### src/rtl/pulse_pkg.sv
// rtl/pulse_pkg.sv - shared state encoding, default parameters and timer sizing for the pulse stretcher
//
// Contents:
//   state_t                : IDLE / HIGH / GAP state encoding
//   DEFAULT_HIGH_CYCLES    : default number of cycles level stays high per event
//   DEFAULT_GAP_CYCLES     : default minimum low cycles between events
//   DEFAULT_PEND_W         : default width of the pending-event counter
//   timer_width()          : width of the shared duration counter
package pulse_pkg;

    typedef enum logic [1:0] {
        ST_IDLE = 2'd0,
        ST_HIGH = 2'd1,
        ST_GAP  = 2'd2
    } state_t;

    localparam int DEFAULT_HIGH_CYCLES = 4;
    localparam int DEFAULT_GAP_CYCLES  = 2;
    localparam int DEFAULT_PEND_W      = 3;

    // The counter only ever holds (duration - 1), so clog2 of the longer
    // duration is enough; keep at least one bit so the port is never empty.
    function automatic int timer_width(input int high_cycles, input int gap_cycles);
        int longest;
        longest = (high_cycles > gap_cycles) ? high_cycles : gap_cycles;
        return (longest > 1) ? $clog2(longest) : 1;
    endfunction

endpackage

### src/rtl/pulse_stretcher_timer.sv
// rtl/pulse_stretcher_timer.sv - loadable down-counter that times the HIGH and GAP phases
//
// Ports:
//   clk        : clock, all updates on rising edge
//   rst_n      : asynchronous active-low reset, clears the count
//   load       : load strobe, count takes load_value on the next edge
//   load_value : value loaded (phase length minus one)
//   done       : high while the count is zero (last cycle of the current phase)
module cycle_timer #(
    parameter int W = 2
) (
    input  logic         clk,
    input  logic         rst_n,
    input  logic         load,
    input  logic [W-1:0] load_value,
    output logic         done
);

    logic [W-1:0] count;

    always_ff @(posedge clk or negedge rst_n) begin
        if (!rst_n) begin
            count <= '0;
        end else if (load) begin
            count <= load_value;
        end else if (count != '0) begin
            count <= count - 1'b1;
        end
    end

    assign done = (count == '0);

endmodule

### src/rtl/pulse_stretcher.sv
// rtl/pulse_stretcher.sv - stretches each sampled request cycle into a fixed-width output window
//
// Ports:
//   clk      : clock, all updates on rising edge
//   rst_n    : asynchronous active-low reset
//   pulse    : event request, every cycle sampled high is one event
//   level    : stretched output, high for HIGH_CYCLES cycles per event
//   busy     : high whenever the FSM is not idle
//   pending  : accepted events waiting for their window to start
//   overflow : one-cycle strobe, an event was dropped because pending was full
module pulse_stretcher
    import pulse_pkg::*;
#(
    parameter int HIGH_CYCLES = DEFAULT_HIGH_CYCLES,
    parameter int GAP_CYCLES  = DEFAULT_GAP_CYCLES,
    parameter int PEND_W      = DEFAULT_PEND_W
) (
    input  logic              clk,
    input  logic              rst_n,
    input  logic              pulse,
    output logic              level,
    output logic              busy,
    output logic [PEND_W-1:0] pending,
    output logic              overflow
);

    localparam int TW = timer_width(HIGH_CYCLES, GAP_CYCLES);
    localparam logic [TW-1:0]     HIGH_LOAD = TW'(HIGH_CYCLES - 1);
    localparam logic [TW-1:0]     GAP_LOAD  = TW'(GAP_CYCLES - 1);
    localparam logic [PEND_W-1:0] PEND_MAX  = '1;

    generate
        if (HIGH_CYCLES < 1) begin : g_bad_high
            $error("pulse_stretcher: HIGH_CYCLES must be >= 1");
        end
        if (GAP_CYCLES < 1) begin : g_bad_gap
            $error("pulse_stretcher: GAP_CYCLES must be >= 1");
        end
    endgenerate

    state_t         state;
    logic           timer_done;
    logic           timer_load;
    logic [TW-1:0]  timer_value;
    logic           have_pending;
    logic           high_end;
    logic           gap_end;
    logic           restart;
    logic           enq;
    logic           deq;

    assign have_pending = (pending != '0);
    assign high_end     = (state == ST_HIGH) && timer_done;
    assign gap_end      = (state == ST_GAP) && timer_done;
    // Last gap cycle goes straight back to HIGH if anything is queued or
    // a new request arrives in that very cycle.
    assign restart      = gap_end && (have_pending || pulse);

    assign timer_load   = ((state == ST_IDLE) && pulse) || high_end || restart;
    assign timer_value  = high_end ? GAP_LOAD : HIGH_LOAD;

    // A request on the last gap cycle with nothing queued starts the next
    // window itself rather than passing through the queue.
    assign enq = pulse && (state != ST_IDLE) && !(gap_end && !have_pending);
    assign deq = gap_end && have_pending;

    cycle_timer #(
        .W (TW)
    ) u_timer (
        .clk        (clk),
        .rst_n      (rst_n),
        .load       (timer_load),
        .load_value (timer_value),
        .done       (timer_done)
    );

    always_ff @(posedge clk or negedge rst_n) begin
        if (!rst_n) begin
            state    <= ST_IDLE;
            level    <= 1'b0;
            busy     <= 1'b0;
            pending  <= '0;
            overflow <= 1'b0;
        end else begin
            overflow <= 1'b0;

            case (state)
                ST_IDLE: begin
                    if (pulse) begin
                        state <= ST_HIGH;
                        level <= 1'b1;
                        busy  <= 1'b1;
                    end
                end
                ST_HIGH: begin
                    if (timer_done) begin
                        state <= ST_GAP;
                        level <= 1'b0;
                    end
                end
                ST_GAP: begin
                    if (timer_done) begin
                        if (restart) begin
                            state <= ST_HIGH;
                            level <= 1'b1;
                        end else begin
                            state <= ST_IDLE;
                            busy  <= 1'b0;
                        end
                    end
                end
                default: begin
                    state <= ST_IDLE;
                    level <= 1'b0;
                    busy  <= 1'b0;
                end
            endcase

            // Enqueue and dequeue in the same cycle cancel, so a full queue
            // only drops an event when nothing leaves it.
            case ({enq, deq})
                2'b10: begin
                    if (pending == PEND_MAX) begin
                        overflow <= 1'b1;
                    end else begin
                        pending <= pending + 1'b1;
                    end
                end
                2'b01:   pending <= pending - 1'b1;
                default: pending <= pending;
            endcase
        end
    end

endmodule
### config.mk
export PLATFORM = sky130hd
export DESIGN_NAME = pulse_stretcher
export DESIGN_NICKNAME = d
export VERILOG_FILES = /design/src/rtl/pulse_pkg.sv /design/src/rtl/pulse_stretcher_timer.sv /design/src/rtl/pulse_stretcher.sv
export SDC_FILE = /design/constraint.sdc
export NUM_CORES = 1
export LEC_CHECK = 0
export BUFFER_PORTS_ARGS = -buffer_cell sky130_fd_sc_hd__buf_2
export CAP_MARGIN = 0
export CORE_AREA = 5 5 42 44
export CTS_CLUSTER_SIZE = 16
export DETAILED_ROUTE_END_ITERATION = 16
export DIE_AREA = 0 0 47 49
export SLEW_MARGIN = 15
export SYNTH_ARGS = -nofsm -noshare
export SYNTH_HDL_FRONTEND = slang
export SYNTH_HIERARCHICAL = 1
export SYNTH_SLANG_ARGS = --single-unit
### constraint.sdc
create_clock -name clk -period 3 [get_ports clk]
set_input_delay 0.15 -clock clk [delete_from_list [all_inputs] [get_ports clk]]
set_output_delay 0.15 -clock clk [all_outputs]
set_load 0.005 [all_outputs]
==> results of run 1 <==
-- worst max path at each step --
stage,to,slack (ns),depth (start not counted),from
after floorplan,pending[2],0.97,9,u_timer/count[0]
after global placement,pending[2],0.84,9,u_timer/count[0]
after detailed placement,pending[2],0.75,9,u_timer/count[0]
after CTS,pending[2],0.73,9,u_timer/count[0]
after global routing,pending[2],0.58,9,u_timer/count[0]
final,pending[2],0.76,9,u_timer/count[0]
-- repair_timing --
action / CTS / global route
hold buffers: 1 / 0
resized for setup: 0 / 0
hold endpoints to repair: 10 / 0
-- power by group --
| group | switching (W) | internal [W] |
|---|---|---|
| clock | 0.0000457 | 0.0000736 |
| combinational | 0.000154 | 0.000151 |
| sequential | 0.0000777 | 0.000197 |
-- area by class of cell --
class | count | area, µm²
clock buffers | 4 | 36.3
fillers | 149 | 733
inverters | 9 | 33.8
multi-input cells | 38 | 278
flip-flops and latches | 10 | 250
well taps | 16 | 20.0
repair buffers | 9 | 50.0
-- Yosys cell counts --
library cell | count | area, µm²
or2b_1 | 1 | 7.51
o311ai_2 | 1 | 16.3
o22ai_1 | 1 | 6.26
ha_1 | 1 | 12.5
nand2_1 | 1 | 3.75
a21o_1 | 1 | 7.51
conb_1 | 1 | 3.75
nor2_1 | 4 | 15.0
xor2_1 | 1 | 8.76
dfrtp_1 | 10 | 250
o21bai_1 | 1 | 7.51
fa_1 | 1 | 20.0
inv_1 | 9 | 33.8
buf_2 | 1 | 5.00
o311ai_0 | 1 | 8.76
a31oi_1 | 1 | 6.26
a221oi_1 | 1 | 8.76
nor2b_1 | 2 | 12.5
xnor2_1 | 2 | 17.5
a22oi_2 | 1 | 12.5
nor3_2 | 1 | 10.0
and2_1 | 1 | 6.26
or3_1 | 1 | 6.26
a21oi_1 | 3 | 15.0
o21a_2 | 1 | 8.76
a32oi_1 | 1 | 8.76
o31a_1 | 2 | 17.5
o21ai_0 | 5 | 25.0
nand3_1 | 1 | 5.00
-- kinds of logic (layout without fill, tap and decap cells) --
logic type / Yosys count / count (layout) / synth area share (%)
compound gates: 20 / 20 / 26.3
simple gates: 12 / 12 / 11.7
flops: 10 / 10 / 44.2
buf+inv: 10 / 22 / 6.84
xor+xnor: 3 / 3 / 4.64
fa+ha+maj: 2 / 2 / 5.74
other cells: 1 / 1 / 0.662
-- sequential cells by signal, summed over array words and instances, names as in the netlist --
| register | count |
|---|---|
| level | 1 |
| busy | 1 |
| pending | 3 |
| overflow | 1 |
| state | 2 |
| u_timer/count | 2 |
-- worst max-delay path, stage by stage, from the launching register on --
cell and delay, ns:
dfrtp_1 0.40, inv_1 0.06, ha_1 0.34, o311ai_2 0.18
nor3_2 0.22, inv_1 0.10, fa_1 0.42, a31oi_1 0.19
a22oi_2 0.08, xnor2_1 0.13
-- stage by stage --
stage / setup slack, ns / total power (W)
after global routing: 0.580 / 0.000768
after detailed placement: 0.749 / 0.000585
after global placement: 0.842 / 0.000577
final: 0.763 / 0.000699
after CTS: 0.726 / 0.000713
after floorplan: 0.973 / 0.000496
-- metal layers --
metal | track usage [%] | vias to the layer above | part of all wire (%)
met5 | 0 | - | 0
met4 | 9.68 | 0 | 1.7
met3 | 3.69 | 2 | 3.3
met2 | 15.6 | 7 | 47
met1 | 14.3 | 215 | 48
li1 | - | 225 | -
==> metrics.md, run 1 <==
| Metric | Value |
|---|---|
| Status | `completed` |
| Reg2reg start | `u_timer/count[0]` |
| I/O Buffers | `8` |
| Mapped cell area | `roughly 570 µm²` |
| Yosys Warn Count | `6` |
| Core Util, Final | `approximately 48%` |
| Top fanout value on the critical path | `9` |
| Final GP Congestion | `around 0.68` |
| Cts bufs inserted | `3` |
| First-pass detailed-route iteration total | `4` |
| Cell Pwr Density | `around 1000 mW/mm²` |
| Worst flop-to-flop path endpoint | `pending[2]` |
| Post-DRT Antenna Nets | `0` |
| Layout cells sized above 1 | `between 20% and 30%` |
| Worst reg-to-reg path cell count | `9` |
| Drc violations | `0` |
| Clock Path Buffers | `2` |
| Die area | `0.00230 mm²` |
| Maxcap violations | `0` |
| CP Data Arrival Time | `between 2 and 2.5 ns` |
| Final Non-Filler Cells | `between 80 and 90` |
| Post-synthesis sequential area ratio | `between 40 and 50%` |
| Hold Slack | `around 0.23 ns` |
| H-tree lvl count | `1` |
| Commonest cells after routing, fill and taps aside | `dfrtp_1 (10), inv_1 (9), buf_2 (8)` |
| Tightest Hold Check Type | `input port to flop` |
| Core ar. | `~0.0014 mm²` |
| Clock slew at reported path FFs | `0.07 ns` |
| Starting Density | `between 40% and 50%` |
| # nets final | `76` |
| Fmax achieved | `between 400 and 500 MHz` |
| Hold_sp | `pulse` |
| Hold-critical path depth | `3` |
| Detailed-route wire length | `~1100 µm` |
| RSZ-0062 raised after global routing | `false` |
| Row count | `14` |
| Largest net degree at the start of global routing | `12` |
| #FFs+latches synth | `10` |
| Clk_lat worst skew | `0.26 ns` |
| Count of final hold-check violations | `0` |
| Die height | `49 µm` |
| Worst setup path class | `flop to flop` |
| Final setup fails | `0` |
| Placed cell count | `81` |
| Area growth from synthesis to layout | `17.9%` |
| Post-DR wirelength/cell | `roughly 12 µm` |
| Post-route minimum period | `2.24 ns` |
| Chip width | `approximately 47 µm` |
| Syn Inst Count | `a little under 60` |
| Setup TNS | `0 ns` |
| Leak | `about 0.3 nW` |
| Drt initial violations | `4` |
| Via Count | `449` |
| Yosys cell types | `29` |
| First-pass GRT wire length | `~1800 µm` |
| Syn_nets | `63` |
| Post-route cell area | `approximately 670 µm²` |
| Clk_skew | `about 0.0071 ns` |
| Maximum VDD drop | `approximately 0.46 mV` |
| Vias per Instance | `5.22` |
| Diode count | `0` |
| Dpl hpwl | `789 µm` |
| I/O pins | `9` |
| Worst Hold Path EP | `overflow` |
| Req. time, crit path | `roughly 3.2 ns` |
| Slew Viols, Final | `0` |
| Total global routing overflow | `0` |
| Fin crit share | `roughly 75%` |
| Num Clock Sinks | `10` |
| R2R Setup Slk | `~0.76 ns` |
| Initial antenna violation count | `0` |
| Vias in the first global route | `between 400 and 500` |
| TritonCTS clock tree | `yes` |
| Syn Area/Cell | `9.77 µm²` |
| GRT Util Overall | `a little under an eighth` |
| Commonest non-fill, non-tap cell in the layout | `dfrtp_1` |
| Placed Area | `622 µm²` |
| CP startpoint kind | `flop` |
| Endpoint class of the critical path | `flop` |
| Root Driver | `clkbuf_4` |
| Postcts setup bufs | `0` |
Note: power is estimated with default switching activity, not from simulation.
==> inputs of run 2 (changes only) <==
==> constraint.sdc (replaced) <==
create_clock -name clk -period 2.25 [get_ports clk]
set_input_delay 0.1125 -clock clk [delete_from_list [all_inputs] [get_ports clk]]
set_output_delay 0.1125 -clock clk [all_outputs]
set_load 0.005 [all_outputs]
==> run 2 against run 1 <==
Against the previous run:
- setup slack lost 0.45 ns
- utilization is 0.089 points higher
- fmax is 15% higher
- clock power about the same
- global-route usage is 0.44 points higher
- non-clock buffer count is 2 higher
- routed wire length up 3.4%
- register-to-register slack lost 0.45 ns
- critical path type unchanged
- largest power group unchanged
==> metrics.md, run 2 (synthesis results as in run 1) <==
| Metric | Value |
|---|---|
| Status | `completed` |
| Post-DR wirelength/cell | `12.6 µm (+2.2%)` |
| Post-DRT Antenna Nets | `0 (unchanged)` |
| Leak | `0.304 nW (+1.1%)` |
| Via Count | `454 (+1.1%)` |
| Clk_skew | `0.000977 ns (-0.00610 ns)` |
| Clock slew at reported path FFs | `0.06 ns (about the same)` |
| Count of final hold-check violations | `0 (unchanged)` |
| Total global routing overflow | `0 (unchanged)` |
| Clk_lat worst skew | `0.26 ns (about the same)` |
| First-pass detailed-route iteration total | `4 (unchanged)` |
| R2R Setup Slk | `0.31 ns (-0.45 ns)` |
| I/O pins | `9 (unchanged)` |
| Core ar. | `0.00140 mm² (unchanged)` |
| Hold-critical path depth | `3 (unchanged)` |
| TritonCTS clock tree | `yes` |
| Drt initial violations | `8 (+4)` |
| Wire length on met3 | `47 µm (+34%)` |
| Top fanout value on the critical path | `2 (-7)` |
| Setup TNS | `0 ns (unchanged)` |
| First-pass GRT wire length | `1990 µm (+7.8%)` |
| H-tree lvl count | `1 (unchanged)` |
| Largest net degree at the start of global routing | `12 (unchanged)` |
| Req. time, crit path | `2.39 ns (-0.76 ns)` |
| Max FFs per register | `3 (unchanged)` |
| Maximum VDD drop | `0.591 mV (+28%)` |
| Num Clock Sinks | `10 (unchanged)` |
| Vias per Instance | `5.22 (about the same)` |
| CP startpoint kind | `flop` |
| Final GP Congestion | `0.675 (-0.41%)` |
| Worst setup path class | `flop to flop` |
| CP endpoint | `pending[2]` |
| Clk pwr share | `13.3% (-3.8 points)` |
| Starting Density | `40.4% (unchanged)` |
| Die area | `0.00230 mm² (unchanged)` |
| Diode count | `0 (unchanged)` |
| Switching Share | `40.8% (+1.1 points)` |
| GRT Util Overall | `12.0% (+0.44 points)` |
| Vias in the first global route | `476 (+13%)` |
| Commonest cells after routing, fill and taps aside | `dfrtp_1 (10), inv_1 (9), buf_2 (8)` |
| Fmax achieved | `515 MHz (+15%)` |
| Sw power | `0.000368 W (+33%)` |
| Clock Path Buffers | `2 (unchanged)` |
| RSZ-0062 raised after global routing | `false` |
| Detailed-route wire length | `1090 µm (+3.4%)` |
| Maxcap violations | `0 (unchanged)` |
| Reg2reg start | `u_timer/count[0]` |
| Endpoint class of the critical path | `flop` |
| Cts bufs inserted | `3 (unchanged)` |
| Fillers | `151 (+1.3%)` |
| Commonest non-fill, non-tap cell in the layout | `dfrtp_1` |
| Post-route minimum period | `1.94 ns (-0.296 ns)` |
| Seq pwr share | `40.9% (+1.5 points)` |
| Drc violations | `0 (unchanged)` |
| I/O Buffers | `8 (unchanged)` |
| Area growth from synthesis to layout | `18.1%` |
| Wire length on met2 | `514 µm (+4.3%)` |
| # nets final | `78 (+2.6%)` |
| Worst reg-to-reg path cell count | `9 (unchanged)` |
| Pint | `0.000534 W (+27%)` |
| Tightest Hold Check Type | `input port to flop` |
| Slew Viols, Final | `0 (unchanged)` |
| Hold Slack | `0.204 ns (-0.0286 ns)` |
| Initial antenna violation count | `0 (unchanged)` |
| Combinational group share of total power | `45.7% (+2.1 points)` |
| Max Used Layer | `met4` |
| Root Driver | `clkbuf_4` |
| Cell Pwr Density | `1350 mW/mm² (+29%)` |
| Layout cells sized above 1 | `23.9% (+1.1 points)` |
| Fin crit share | `86.2% (+12 points)` |
| Die height | `49 µm (unchanged)` |
| CP Data Arrival Time | `2.08 ns (-0.31 ns)` |
| Chip width | `47 µm (unchanged)` |
| Biggest regs | `pending (3), state (2), u_timer/count (2)` |
| Crit path from | `u_timer/count[0]` |
| Dpl hpwl | `828 µm (+5.0%)` |
| Post-cts resize count | `0 (unchanged)` |
| Top reg by flops | `pending` |
| Metal-1 WL | `520 µm (+2.2%)` |
| Row count | `14 (unchanged)` |
| Worst flop-to-flop path endpoint | `pending[2]` |
| Final setup fails | `0 (unchanged)` |
-- run 2: changes by cell type in the layout (fill, tap and decap cells not counted), sizes merged --
cell / delta
buf: +2
clkbuf: -1
-- run 2: power groups by stage --
| stage | sequential [W] | combinational [W] | clock [W] |
|---|---|---|---|
| finish | 0.000369 | 0.000413 | 0.000120 |
| global route | 0.000387 | 0.000477 | 0.000132 |
| CTS | 0.000371 | 0.000422 | 0.000122 |
| detailed placement | 0.000375 | 0.000419 | 0 |
| global placement | 0.000369 | 0.000410 | 0 |
| floorplan | 0.000339 | 0.000322 | 0 |
-- run 2: what timing repair did --
item,in CTS,in global routing
endpoints found under the hold margin,10,0
buffers inserted,0,0
hold buffers,1,0
-- run 2: metrics by stage --
step,std cells,total power (W),area (µm²),util [%],setup slack [ns]
floorplan,58,0.000661,567,-,0.223
global placement,83,0.000779,637,45.4,0.360
detailed placement,83,0.000794,637,45.4,0.289
CTS,87,0.000915,669,47.8,0.277
global route,87,0.000996,669,47.8,0.133
finish,87,0.000903,669,47.8,0.310
-- run 2: cell type report --
class                   count  area [µm²]  area share [%]
repair buffers             11        65.1            9.72
multi-input cells          38         278            41.5
flip-flops and latches     10         250            37.4
inverters                   9        33.8            5.05
well taps                  16        20.0            2.99
clock buffers               3        22.5            3.36
-- run 2: routing by layer --
layer	GRT usage, %	vias to the layer above
li1	-	227
met1	14.5	218
met2	18.3	7
met3	4.43	2
met4	5.53	0
met5	0	-
-- run 2: how the worst min path moves through the flow --
stage                     startpoint  slack, ns          endpoint
final                          pulse       0.20          overflow
after global routing           pulse       0.23          overflow
after CTS                      pulse       0.20          state[0]
after detailed placement       rst_n     -0.007  u_timer/count[0]
after global placement         rst_n     -0.009          overflow
after floorplan                rst_n      -0.18              busy
-- run 2: worst max-delay path: stages (launching register included) --
cell	delay [ns]
dfrtp_1	0.38
inv_1	0.06
ha_1	0.19
o311ai_2	0.13
nor3_2	0.17
inv_1	0.09
fa_1	0.41
a31oi_1	0.19
a22oi_2	0.08
xnor2_1	0.12
==> inputs of run 3 (changes only) <==
--- a/config.mk
+++ b/config.mk
@@ -7,10 +7,10 @@
 export LEC_CHECK = 0
 export BUFFER_PORTS_ARGS = -buffer_cell sky130_fd_sc_hd__buf_2
 export CAP_MARGIN = 0
-export CORE_AREA = 5 5 42 44
+export CORE_MARGIN = 5
+export CORE_UTILIZATION = 35
 export CTS_CLUSTER_SIZE = 16
 export DETAILED_ROUTE_END_ITERATION = 16
-export DIE_AREA = 0 0 47 49
 export SLEW_MARGIN = 15
 export SYNTH_ARGS = -nofsm -noshare
 export SYNTH_HDL_FRONTEND = slang
==> run 3 against run 2 <==
Against the previous run:
- critical path depth did not move
- hold slack lost 0.018 ns
- first-iteration DRC count is 100% higher
- sequential power decreased by 1%
- fmax grew 1.5%
- critical endpoint unchanged
==> metrics.md, run 3 (synthesis results as in run 1) <==
| Metric | Value |
|---|---|
| Status | `completed` |
| Row count | `14 (unchanged)` |
| Clock Path Buffers | `2 (unchanged)` |
| Reg2reg start | `u_timer/count[0]` |
| Cell Pwr Density | `1380 mW/mm² (+2.2%)` |
| Worst flop-to-flop path endpoint | `pending[2]` |
| Endpoint class of the critical path | `flop` |
| Total global routing overflow | `0 (unchanged)` |
| Crit path buf inv count | `2 (unchanged)` |
| CP startpoint kind | `flop` |
| Vias in the first global route | `417 (-12%)` |
| Largest net degree at the start of global routing | `12 (unchanged)` |
| First-pass detailed-route iteration total | `5 (+1)` |
| Maxcap violations | `0 (unchanged)` |
| Via Count | `455 (+0.22%)` |
| Hold-critical path depth | `3 (unchanged)` |
| I/O Buffers | `8 (unchanged)` |
| Root Driver | `clkbuf_4` |
| Dpl hpwl | `776 µm (-6.3%)` |
| Post-DRT Antenna Nets | `0 (unchanged)` |
| Worst reg-to-reg path cell count | `9 (unchanged)` |
| Post-route cell area | `683 µm² (+2.1%)` |
| Cell family with the largest share of critical-path delay | `adder cells` |
| Req. time, crit path | `2.40 ns (about the same)` |
| Die area | `0.00252 mm² (+9.6%)` |
| Clk_lat worst skew | `0.26 ns (about the same)` |
| Clk_skew | `0.00137 ns (+0.000391 ns)` |
| First-pass GRT wire length | `1920 µm (-3.8%)` |
| Count of final hold-check violations | `0 (unchanged)` |
| Postcts setup bufs | `0 (unchanged)` |
| Register area | `250 µm² (unchanged)` |
| Fmax achieved | `523 MHz (+1.5%)` |
| Area growth from synthesis to layout | `20.5%` |
| Chip width | `50.2 µm (+6.9%)` |
| Cts bufs inserted | `3 (unchanged)` |
| Starting Density | `37.2% (-3.3 points)` |
| Die height | `50.2 µm (+2.5%)` |
| Final GP Congestion | `0.776 (+15%)` |
| Worst path cell trace | `inv_1 -> ha_1 -> o311ai_2 -> nor3_2 -> inv_1 -> fa_1 -> a31oi_1 -> a22oi_2 -> xnor2_1` |
| Pre-CTS WS | `0.346 ns (+0.0574 ns)` |
| Initial antenna violation count | `0 (unchanged)` |
| Vias per Instance | `5.17 (-0.92%)` |
| Detailed-route wire length | `1070 µm (-1.8%)` |
| Drc violations | `0 (unchanged)` |
| Drt initial violations | `16 (+8)` |
| Commonest cells after routing, fill and taps aside | `dfrtp_1 (10), inv_1 (9), buf_2 (8)` |
| Diode count | `0 (unchanged)` |
| RSZ-0062 raised after global routing | `false` |
| TritonCTS clock tree | `yes` |
| Slew Viols, Final | `0 (unchanged)` |
| Top fanout value on the critical path | `2 (unchanged)` |
| Biggest regs | `pending (3), state (2), u_timer/count (2)` |
| Slowest CP cell | `dfrtp_1` |
| Clock slew at reported path FFs | `0.07 ns (about the same)` |
| I/O pins | `9 (unchanged)` |
| Setup TNS | `0 ns (unchanged)` |
| Hold_sp | `pulse` |
| # nets final | `78 (unchanged)` |
| Max FFs per register | `3 (unchanged)` |
| Largest stage delay, worst path | `0.40 ns (about the same)` |
| Placed Area | `637 µm² (unchanged)` |
| H-tree lvl count | `1 (unchanged)` |
| Leak | `0.312 nW (+2.4%)` |
| Worst Hold Path EP | `overflow` |
| GRT Util Overall | `10.0% (-2.0 points)` |
| Maximum VDD drop | `0.571 mV (-3.3%)` |
| CP Data Arrival Time | `2.06 ns (-0.02 ns)` |
| Post-DR wirelength/cell | `12.2 µm (-2.9%)` |
| Core ar. | `0.00152 mm² (+8.8%)` |
| Num Clock Sinks | `10 (unchanged)` |
| Worst path most repeated cell | `inv_1` |
| Worst setup path class | `flop to flop` |
| Layout cells sized above 1 | `25.0% (+1.1 points)` |
| Top reg by flops | `pending` |
| Fillers | `153 (+1.3%)` |
| Final setup slack of the worst path | `0.338 ns (+0.0281 ns)` |
| Commonest non-fill, non-tap cell in the layout | `dfrtp_1` |
| Multi-input gate area | `278 µm² (unchanged)` |
| Fin crit share | `85.0% (-1.2 points)` |
| Post-route minimum period | `1.91 ns (-0.0281 ns)` |
| Hold Slack | `0.185 ns (-0.0183 ns)` |
| Tightest Hold Check Type | `input port to flop` |
| R2R Setup Slk | `0.34 ns (+0.03 ns)` |
| Power, Total | `0.000941 W (+4.3%)` |
| Final setup fails | `0 (unchanged)` |
run 3: changes by cell type in the layout (fill, tap and decap cells not counted), sizes merged:
cell and delta:
clkbuf +1
run 3: worst max path at each step:
stage | startpoint | to | slack [ns] | cells after the start
final | u_timer/count[0] | pending[2] | 0.34 | 9
after global routing | u_timer/count[0] | pending[2] | 0.21 | 9
after CTS | u_timer/count[0] | pending[2] | 0.32 | 9
after detailed placement | u_timer/count[0] | pending[2] | 0.35 | 9
after global placement | u_timer/count[0] | pending[2] | 0.35 | 9
after floorplan | u_timer/count[0] | pending[2] | 0.22 | 9
run 3: area by class of cell:
cell class / instances / area share (%)
repair buffers: 11 / 9.52
inverters: 9 / 4.95
multi-input cells: 38 / 40.7
clock buffers: 4 / 5.31
flip-flops and latches: 10 / 36.6
well taps: 16 / 2.93
run 3: routing by layer:
metal  GRT usage [%]  part of all wire [%]  vias up
met5               0                     0        -
met4            5.24                   1.2        0
met3            4.73                   7.1        2
met2            13.4                    42       12
met1            13.3                    50      213
li1                -                     -      228
run 3: where the power goes:
group	switching [W]	internal, W
combinational	0.000206	0.000208
clock	0.0000646	0.0000983
sequential	0.000102	0.000263
total	0.000372	0.000569
run 3: what timing repair did:
item,4_1_cts,5_1_grt
hold endpoints to repair,10,0
hold buffers,1,0
gates resized for setup,0,0
run 3: tightest hold or removal path, stage by stage:
cell     delay [ns]
buf_2          0.14
o21ai_0        0.11
nor2_1         0.05
run 3: per-stage QoR:
stage,std cells,utilization [%]
floorplan,58,-
global placement,83,41.8
detailed placement,83,41.8
CTS,88,44.8
global route,88,44.8
finish,88,44.8
